`config.mk`:
```
export PLATFORM = sky130hd
export DESIGN_NAME = instr_fetch_unit_flat
export DESIGN_NICKNAME = d
export VERILOG_FILES = /design/src/rtl/fetch_pkg.sv /design/src/rtl/instr_fetch_unit_if.sv /design/src/rtl/fetch_buffer.sv /design/src/rtl/instr_fetch_unit.sv /design/src/flat_wrapper.sv
export SDC_FILE = /design/constraint.sdc
export NUM_CORES = 1
export LEC_CHECK = 0
export BUFFER_PORTS_ARGS = -buffer_cell sky130_fd_sc_hd__buf_2
export CAP_MARGIN = 20
export CELL_PAD_IN_SITES_DETAIL_PLACEMENT = 2
export CELL_PAD_IN_SITES_GLOBAL_PLACEMENT = 2
export CORE_ASPECT_RATIO = 0.9
export CORE_MARGIN = 4
export CORE_UTILIZATION = 36
export DETAILED_ROUTE_END_ITERATION = 8
export PLACE_DENSITY = 0.89
export SYNTH_ARGS = -nofsm -noshare
export SYNTH_HDL_FRONTEND = slang
export SYNTH_SLANG_ARGS = --single-unit
```
`constraint.sdc`:
```
create_clock -name clk -period 4.75 [get_ports clk]
set_input_delay 0.2375 -clock clk [delete_from_list [all_inputs] [get_ports clk]]
set_output_delay 0.2375 -clock clk [all_outputs]
set_load 0.005 [all_outputs]
```
`src/rtl/fetch_pkg.sv`:
```
// fetch_pkg: shared widths, constants and buffer entry type for the fetch stage
package fetch_pkg;
  localparam int INSTR_W = 32;
  localparam logic [31:0] NOP_INSTR = 32'h0;
  localparam logic [31:0] DEFAULT_RESET_PC = 32'h0;
  localparam int CNT_W = 8;
  typedef struct packed {
    logic [31:0] addr;
    logic [INSTR_W-1:0] data;
    logic filled;
  } entry_t;
endpackage

```
`src/rtl/instr_fetch_unit_if.sv`:
```
// instr_fetch_unit_if: instruction memory req/gnt/rvalid bus
interface instr_fetch_unit_if;
  logic req;
  logic [31:0] addr;
  logic gnt;
  logic rvalid;
  logic [fetch_pkg::INSTR_W-1:0] rdata;
  modport master(output req, addr, input gnt, rvalid, rdata);
  modport slave(input req, addr, output gnt, rvalid, rdata);
endinterface

```
`src/rtl/fetch_buffer.sv`:
```
// fetch_buffer: in-order queue of fetched words, allocated at grant and filled at response
module fetch_buffer import fetch_pkg::*; #(
  parameter int DEPTH = 2
) (
  input  logic clk,
  input  logic rst_n,
  input  logic flush,
  input  logic alloc,
  input  logic [31:0] alloc_addr,
  input  logic fill,
  input  logic [INSTR_W-1:0] fill_data,
  input  logic pop,
  output logic [$clog2(DEPTH):0] count,
  output entry_t head
);
  localparam int PW = $clog2(DEPTH);
  entry_t ent [DEPTH];
  logic [PW-1:0] hd, tl, fp;
  assign head = ent[hd];
  // Filled entries always form a prefix of the queue, so fp tracks the oldest pending one
  always_ff @(posedge clk) begin
    if (!rst_n || flush) begin
      hd <= '0;
      tl <= '0;
      fp <= '0;
      count <= '0;
    end else begin
      if (alloc) begin
        ent[tl] <= '{addr: alloc_addr, data: NOP_INSTR, filled: 1'b0};
        tl <= tl + PW'(1);
      end
      if (fill) begin
        ent[fp].data <= fill_data;
        ent[fp].filled <= 1'b1;
        fp <= fp + PW'(1);
      end
      hd <= pop ? hd + PW'(1) : hd;
      count <= count + (PW+1)'(alloc) - (PW+1)'(pop);
    end
  end
endmodule

```
`src/rtl/instr_fetch_unit.sv`:
```
// instr_fetch_unit: PC, fetch issue, response accounting and decode handoff
module instr_fetch_unit import fetch_pkg::*; #(
  parameter logic [31:0] RESET_PC = DEFAULT_RESET_PC,
  parameter int BUF_DEPTH = 2
) (
  input  logic clk,
  input  logic rst_n,
  instr_fetch_unit_if.master imem,
  input  logic redirect_valid,
  input  logic [31:0] redirect_pc,
  input  logic halt,
  input  logic stall,
  output logic instr_valid,
  output logic [INSTR_W-1:0] instruction,
  output logic [31:0] instr_pc
);
  localparam int CW = $clog2(BUF_DEPTH) + 1;
  logic [31:0] pc;
  logic halted;
  logic [CW-1:0] outstanding, count;
  logic [CNT_W-1:0] drop_cnt;
  entry_t head;
  logic grant, resp_drop, resp_fill, pop;
  assign imem.req = rst_n & ~halted & ~halt & (count < CW'(BUF_DEPTH));
  assign imem.addr = pc;
  assign grant = imem.req & imem.gnt;
  assign resp_drop = imem.rvalid & (drop_cnt != '0);
  assign resp_fill = imem.rvalid & (drop_cnt == '0) & (outstanding != '0);
  assign instr_valid = (count != '0) & head.filled;
  assign instruction = instr_valid ? head.data : NOP_INSTR;
  assign instr_pc = instr_valid ? head.addr : 32'h0;
  assign pop = instr_valid & ~stall & ~redirect_valid;
  fetch_buffer #(.DEPTH(BUF_DEPTH)) u_buf (
    .clk(clk),
    .rst_n(rst_n),
    .flush(redirect_valid),
    .alloc(grant),
    .alloc_addr(pc),
    .fill(resp_fill),
    .fill_data(imem.rdata),
    .pop(pop),
    .count(count),
    .head(head)
  );
  // A redirect turns every in-flight request, including one granted now, into a response to drop
  always_ff @(posedge clk) begin
    if (!rst_n) begin
      pc <= RESET_PC;
      outstanding <= '0;
      drop_cnt <= '0;
      halted <= 1'b0;
    end else begin
      halted <= halted | halt;
      if (redirect_valid) begin
        pc <= redirect_pc & ~32'h3;
        outstanding <= '0;
        drop_cnt <= drop_cnt + CNT_W'(outstanding) + CNT_W'(grant) - CNT_W'(resp_drop | resp_fill);
      end else begin
        pc <= grant ? pc + 32'd4 : pc;
        outstanding <= outstanding + CW'(grant) - CW'(resp_fill);
        drop_cnt <= drop_cnt - CNT_W'(resp_drop);
      end
    end
  end
endmodule

```
`src/flat_wrapper.sv`:
```
// flat-port wrapper written by rule: the top's interface ports become plain ports
module instr_fetch_unit_flat import fetch_pkg::*;
#(
  parameter logic [31:0] RESET_PC = DEFAULT_RESET_PC,
  parameter int BUF_DEPTH = 2
)
  (clk, rst_n, redirect_valid, redirect_pc, halt, stall, instr_valid, instruction, instr_pc, imem_req, imem_addr, imem_gnt, imem_rvalid, imem_rdata);
  instr_fetch_unit_if imem_i ();
  input  logic clk;
  input  logic rst_n;
  input  logic redirect_valid;
  input  logic [31:0] redirect_pc;
  input  logic halt;
  input  logic stall;
  output logic instr_valid;
  output logic [INSTR_W-1:0] instruction;
  output logic [31:0] instr_pc;
  output wire logic [$bits(imem_i.req)-1:0] imem_req;
  output wire logic [$bits(imem_i.addr)-1:0] imem_addr;
  input wire logic [$bits(imem_i.gnt)-1:0] imem_gnt;
  input wire logic [$bits(imem_i.rvalid)-1:0] imem_rvalid;
  input wire logic [$bits(imem_i.rdata)-1:0] imem_rdata;
  assign imem_req = imem_i.req;
  assign imem_addr = imem_i.addr;
  assign imem_i.gnt = imem_gnt;
  assign imem_i.rvalid = imem_rvalid;
  assign imem_i.rdata = imem_rdata;
  instr_fetch_unit #(.RESET_PC(RESET_PC), .BUF_DEPTH(BUF_DEPTH)) u_core (.clk(clk), .rst_n(rst_n), .imem(imem_i), .redirect_valid(redirect_valid), .redirect_pc(redirect_pc), .halt(halt), .stall(stall), .instr_valid(instr_valid), .instruction(instruction), .instr_pc(instr_pc));
endmodule
```
; Word level (Yosys, flattened, before mapping)
; Memory sizes are Yosys's and may differ from the RTL's. A register that Yosys moved wholly into a read port is not among the register bits.
; Cells that the tools add are included.
[word_totals]
latch_bits = 0
out_inout_bits = 98
elab_cells = 61
mem_bits_ro = 0
ff_bits = 48
ramBits = 130
memories = 1
in_bits = 71
[op_classes]
muxes = 13
div_mod_pow = 0
mul = 0
n_addsub = 12
bitwise_logic = 17
order_cmp = 1
eq_ne = 0
n_reduce_logical = 8
n_shift = 0
[mem_list]
columns = memory, words, word_bits, read_ports, rd_ports_with_merged_regs, write_ports, line_no
row1 = u_core.u_buf.ent, 2, 65, 1, 1, 2, fetch_buffer.sv:17  ; entry_t ent [DEPTH];
[ops]
columns = cell, count
row1 = $mux 32, 4
row2 = $add 32x3->32 const B, 1
row3 = $and 1x1->1, 10
row4 = $add 8x1->8, 1
row5 = $add 8x2->8, 1
row6 = $logic_not 8->1, 1
row7 = $mux 1, 8
row8 = $mux 8, 1
row9 = $reduce_bool 8->1, 1
row10 = $sub 8x1->8, 1
row11 = $sub 8x8->8, 1
row12 = $reduce_bool 2->1, 3
row13 = $not 1->1, 5
row14 = $add 2x1->2, 2
row15 = $sub 2x1->2, 2
row16 = $add 1x1->1 const B, 3
row17 = $lt 2x2->1 const B, 1
row18 = $or 1x1->1, 2
row19 = $reduce_or 2->1, 1
row20 = $logic_not 1->1, 1
row21 = $logic_or 1x1->1, 1

; Logic depth before layout (Yosys ltp)
[logic_depth]
ltp_word = 8
ltp_mapped = 13
ltp_nobuf = 13

; Cells and area by module
; From an unflattened synthesis, not the netlist that was laid out.
[unflattened]
hier_cells = 716
hier_area_um2 = 8708.4
[modules_own_cells]
columns = module, n_inst, cells_each, seq_area_each_um2, area_per_inst_um2
row1 = fetch_buffer, 1, 307, 4003.8, 5506.5
row2 = instr_fetch_unit, 1, 409, 820.8, 3201.8

; Worst setup path after synthesis
; No wires, ideal clock.
[synth_path]
path_type = flip-flop to flip-flop
start = register u_core.u_buf.count[1]
end = memory u_core.u_buf.ent[0][10] in the netlist's numbering (enable)
path_buffers = 0
arrival_time_ns = 3.076
path_slack_ns = 1.299
required_time_ns = 4.375
synth_period_minus_slack_ns = 3.451
path_stages_with_launch = 5
setup_time_ns = 0.375
path_cell_list = dfxtp_1 nor4b_4 nand2_1 nor2_1 or2_2
[synth_rtl]
columns = item, line_no
row1 = from (decl), fetch_buffer.sv:13  ; output logic [$clog2(DEPTH):0] count,
row2 = from (signal assigned), fetch_buffer.sv:38  ; count <= count + (PW+1)'(alloc) - (PW+1)'(pop);
row3 = to (decl), fetch_buffer.sv:17

; Worst setup path after layout
[layout_path]
start = register u_core.drop_cnt[6]
end = register u_core.drop_cnt[6]
[layout_between]
elab_chain_cells = 6
word_cells_on_any_way = 11
cone_classes = 4 x add/sub / 1 x mux / 4 x bitwise / 2 x reduce/logical
[layout_lines]
columns = item, line_no
row1 = from (decl), instr_fetch_unit.sv:21  ; logic [CNT_W-1:0] drop_cnt;
row2 = from (signal assigned), instr_fetch_unit.sv:57  ; drop_cnt <= drop_cnt + CNT_W'(outstanding) + CNT_W'(grant) - CNT_W'(resp_drop | resp_fill);
row3 = from (signal assigned), instr_fetch_unit.sv:61  ; drop_cnt <= drop_cnt - CNT_W'(resp_drop);
row4 = "parallel branches: the longest is 5 deep, another holds $add 8x2->8", -
row5 = $mux 8 (*), instr_fetch_unit.sv:54  ; if (redirect_valid) begin
; Mark *: on every way between the ends.
; A chain may end at the register's enable or synchronous reset.

==> reports/results.txt <==
Residual DRC: 0
Vias per std cell: 5.29
Die width: 167 microns
Total gr overflow: 0
Mean post-synth cell area: 11.4 sq um
CTS root buf: clkbuf_16
Dominant synthesized flop cell: edfxtp_1
Total CTS buffers: 17
Postcts setup bufs: 0
Core area: 0.0225 sq mm
P&R area growth vs syn: 20.7%
Pin count of the biggest net entering global routing: 66
Rel. slew slack: 41.3%
#FFs+latches synth: 173
Via count: 6258
Top cells by area, synth: edfxtp_1, dfxtp_1, mux2i_1
Post-cts gate resize count: 0
Synth area leader: edfxtp_1
CP Cell Sequence: inv_1, ha_1, nor2b_1, nand4_1, o31a_1, ha_1, fa_1, fa_1, nand2b_1, a221oi_1, nand2_1, o211ai_1, o32ai_1
Worst Slack Setup Final: 1140 ps
Crit Path Category: flip-flop to flip-flop
Initial DRC count: 305
Hold Startpoint: redirect_pc[31]
Vias in the first global route: 6906
CP endpoint kind: flip-flop
Layout cells sized above 1: 24.4%
DRT Pass-1 Iters: 4
Yosys warnings: 0
Share of the synthesized area in the top cell type: 45.3%
Synth top cells by count: edfxtp_1, nor2_1, and2_1
Leak Pwr: 3.88 nW
Most frequent cell after synthesis: edfxtp_1
Die Height: 151 microns
FF-to-FF path depth: 13
CP peak stage delay: 420 ps
Global-route usage over all layers: 21.7%
Critical R2R Launch: u_core.drop_cnt[6]
WP data required: 5060 ps
PortBufs: 162
Initial antenna violation count: 1
Pre-CTS WS: 1290 ps
Hold Path End: u_core.imem.addr[31]
Crit path max-delay cell type: fa_1
Async S/R FF share, synth: 0%
Peak VDD IR: 0.260 mV
DP Wirelength: 18.3 mm
Status: finished clean
Critical Path Start: u_core.drop_cnt[6]
Post-Route WL: 27.7 mm
Peak Freq: 0.277 GHz
Post-Syn Instances: 719
Power density over the cells: 381 mW/mm^2
RSZ-0062 raised after global routing: false
Minimum clock period: 3610 ps
CTS tree: yes
Seq/Total Area, Yosys: 57.2%
Synthesized area: 0.00822 sq mm
Number of flops mapped to enable cells by yosys: 124
Setup_tns: 0 ps
Count of final hold-check violations: 0
Nets@finish: 967
Htree depth: 4
Fillcell total: 2350
Die ar.: 0.0253 sq mm
Clk_skew: 14.1 ps
Initial core utilization: 36.5%
Final GP Congestion: 0.801
Crit start category: flip-flop
Cell variety after synth: 49
Period utilisation layout: 76.0%
Slew @ Worst Pin: 880 ps
Final setup fails: 0
Maximum fanout along the worst path: 4
Hold depth: 3
Slew Viols, Final: 0
First-pass GRT wire length: 42.2 mm
Insertion delay to the later sink of the worst-skew pair: 440 ps
CTS sink cnt: 173
Row cnt: 52
Worst-path clk slew: 70 ps
IO Count: 169
Detail-routed net length per standard cell: 23.4 microns
WP data arrival: 3920 ps
R2R setup slack: 1140 ps
Clk buf depth: 2
HP Class: input port to flip-flop
ANT nets after route: 0
Worst reg2reg endpoint: u_core.drop_cnt[6]
# Max-Cap Violations: 0
CTS Hold Buffers Added: 0
==> registers in the layout, summed over array words and instances, names as in the netlist, named ones only <==
signal,count
u_core.u_buf.count,2
u_core.u_buf.fp,1
u_core.imem.addr,30
u_core.outstanding,2
u_core.u_buf.hd,1
u_core.u_buf.ent,126
u_core.u_buf.tl,1
u_core.halted,1
u_core.drop_cnt,8
==> cell usage in the layout (no fill, tap or decap), types with 7 or more instances in the layout <==
master	n
buf_2	162
edfxtp_1	124
nor2_1	89
and2_1	77
mux2i_1	63
dfxtp_1	48
xnor2_1	33
inv_1	29
o21ai_0	24
a21oi_1	23
ha_1	22
clkbuf_16	17
nand3_1	16
nand2_1	14
nor3_1	13
a211oi_1	11
nand4_1	10
buf_4	9
nor4_1	8
o22ai_1	8
a31oi_1	7
xor2_1	7
==> per-stage QoR <==
step,utilization (%),hold WS (ps),power [mW],instances,area (sq um)
6_report,44.1,45.3,3.78,1184,9920
5_1_grt,44.1,67.6,3.93,1183,9920
4_1_cts,44.1,31.5,3.80,1182,9920
3_5_place_dp,41.6,488,2.39,1150,9350
3_3_place_gp,41.6,434,2.32,1150,9350
2_1_floorplan,-,374,2.16,722,8240
==> where the power goes <==
group,switching [mW],internal [mW]
logic,0.388,0.277
clock network,0.649,0.736
registers,0.0695,1.66
==> metal layers <==
layer,global-route usage [%],part of all wire (%),wire (microns),vias up
met4,7.59,2.4,671,0
met3,3.84,3.6,1010,45
li1,-,-,-,2858
met2,39.7,53,14500,145
met1,25.7,41,11500,3210
met5,0,0,0,-
==> final cells by class <==
cell class,count,area [sq um],area share (%)
sequential,173,4710,47.4
multi-input combinational,479,3280,33.1
timing repair buffer,171,878,8.85
clock buffer,19,433,4.36
tap,297,372,3.74
clock inverter,13,133,1.34
inverter,30,113,1.13
antenna,2,5.00,0.0504
==> worst max-delay path by stage <==
| stage | endpoint | depth (start not counted) |
|---|---|---|
| floorplan | u_core.u_buf.ent[0][10] | 4 |
| global placement | u_core.drop_cnt[6] | 13 |
| detailed placement | u_core.drop_cnt[6] | 13 |
| CTS | u_core.drop_cnt[6] | 13 |
| global route | u_core.drop_cnt[6] | 13 |
| finish | u_core.drop_cnt[6] | 13 |
==> cells by family (layout without fill, tap and decap cells) <==
kind of cell / Yosys count / count (layout) / share of synthesized area, %
muxes: 64 / 64 / 7.80
xor gates and xnor gates: 40 / 40 / 4.26
DFF: 173 / 173 / 57.2
adders and majority gates: 24 / 24 / 3.83
other: 1 / 6 / 0.0456
and+or+nand+nor: 263 / 263 / 17.3
AOI/OAI and AO/OA: 84 / 84 / 6.16
buffers and inverters: 70 / 233 / 3.42
==> worst max-delay path, delay by kind of cell, from the launching register on <==
kind,cells,cell delay [ps]
buf+inv,1,110
simple gates,4,770
compound gates,4,950
fa+ha+maj,4,1300
flops,1,320
No activity file was read; power rests on OpenSTA's default activity.
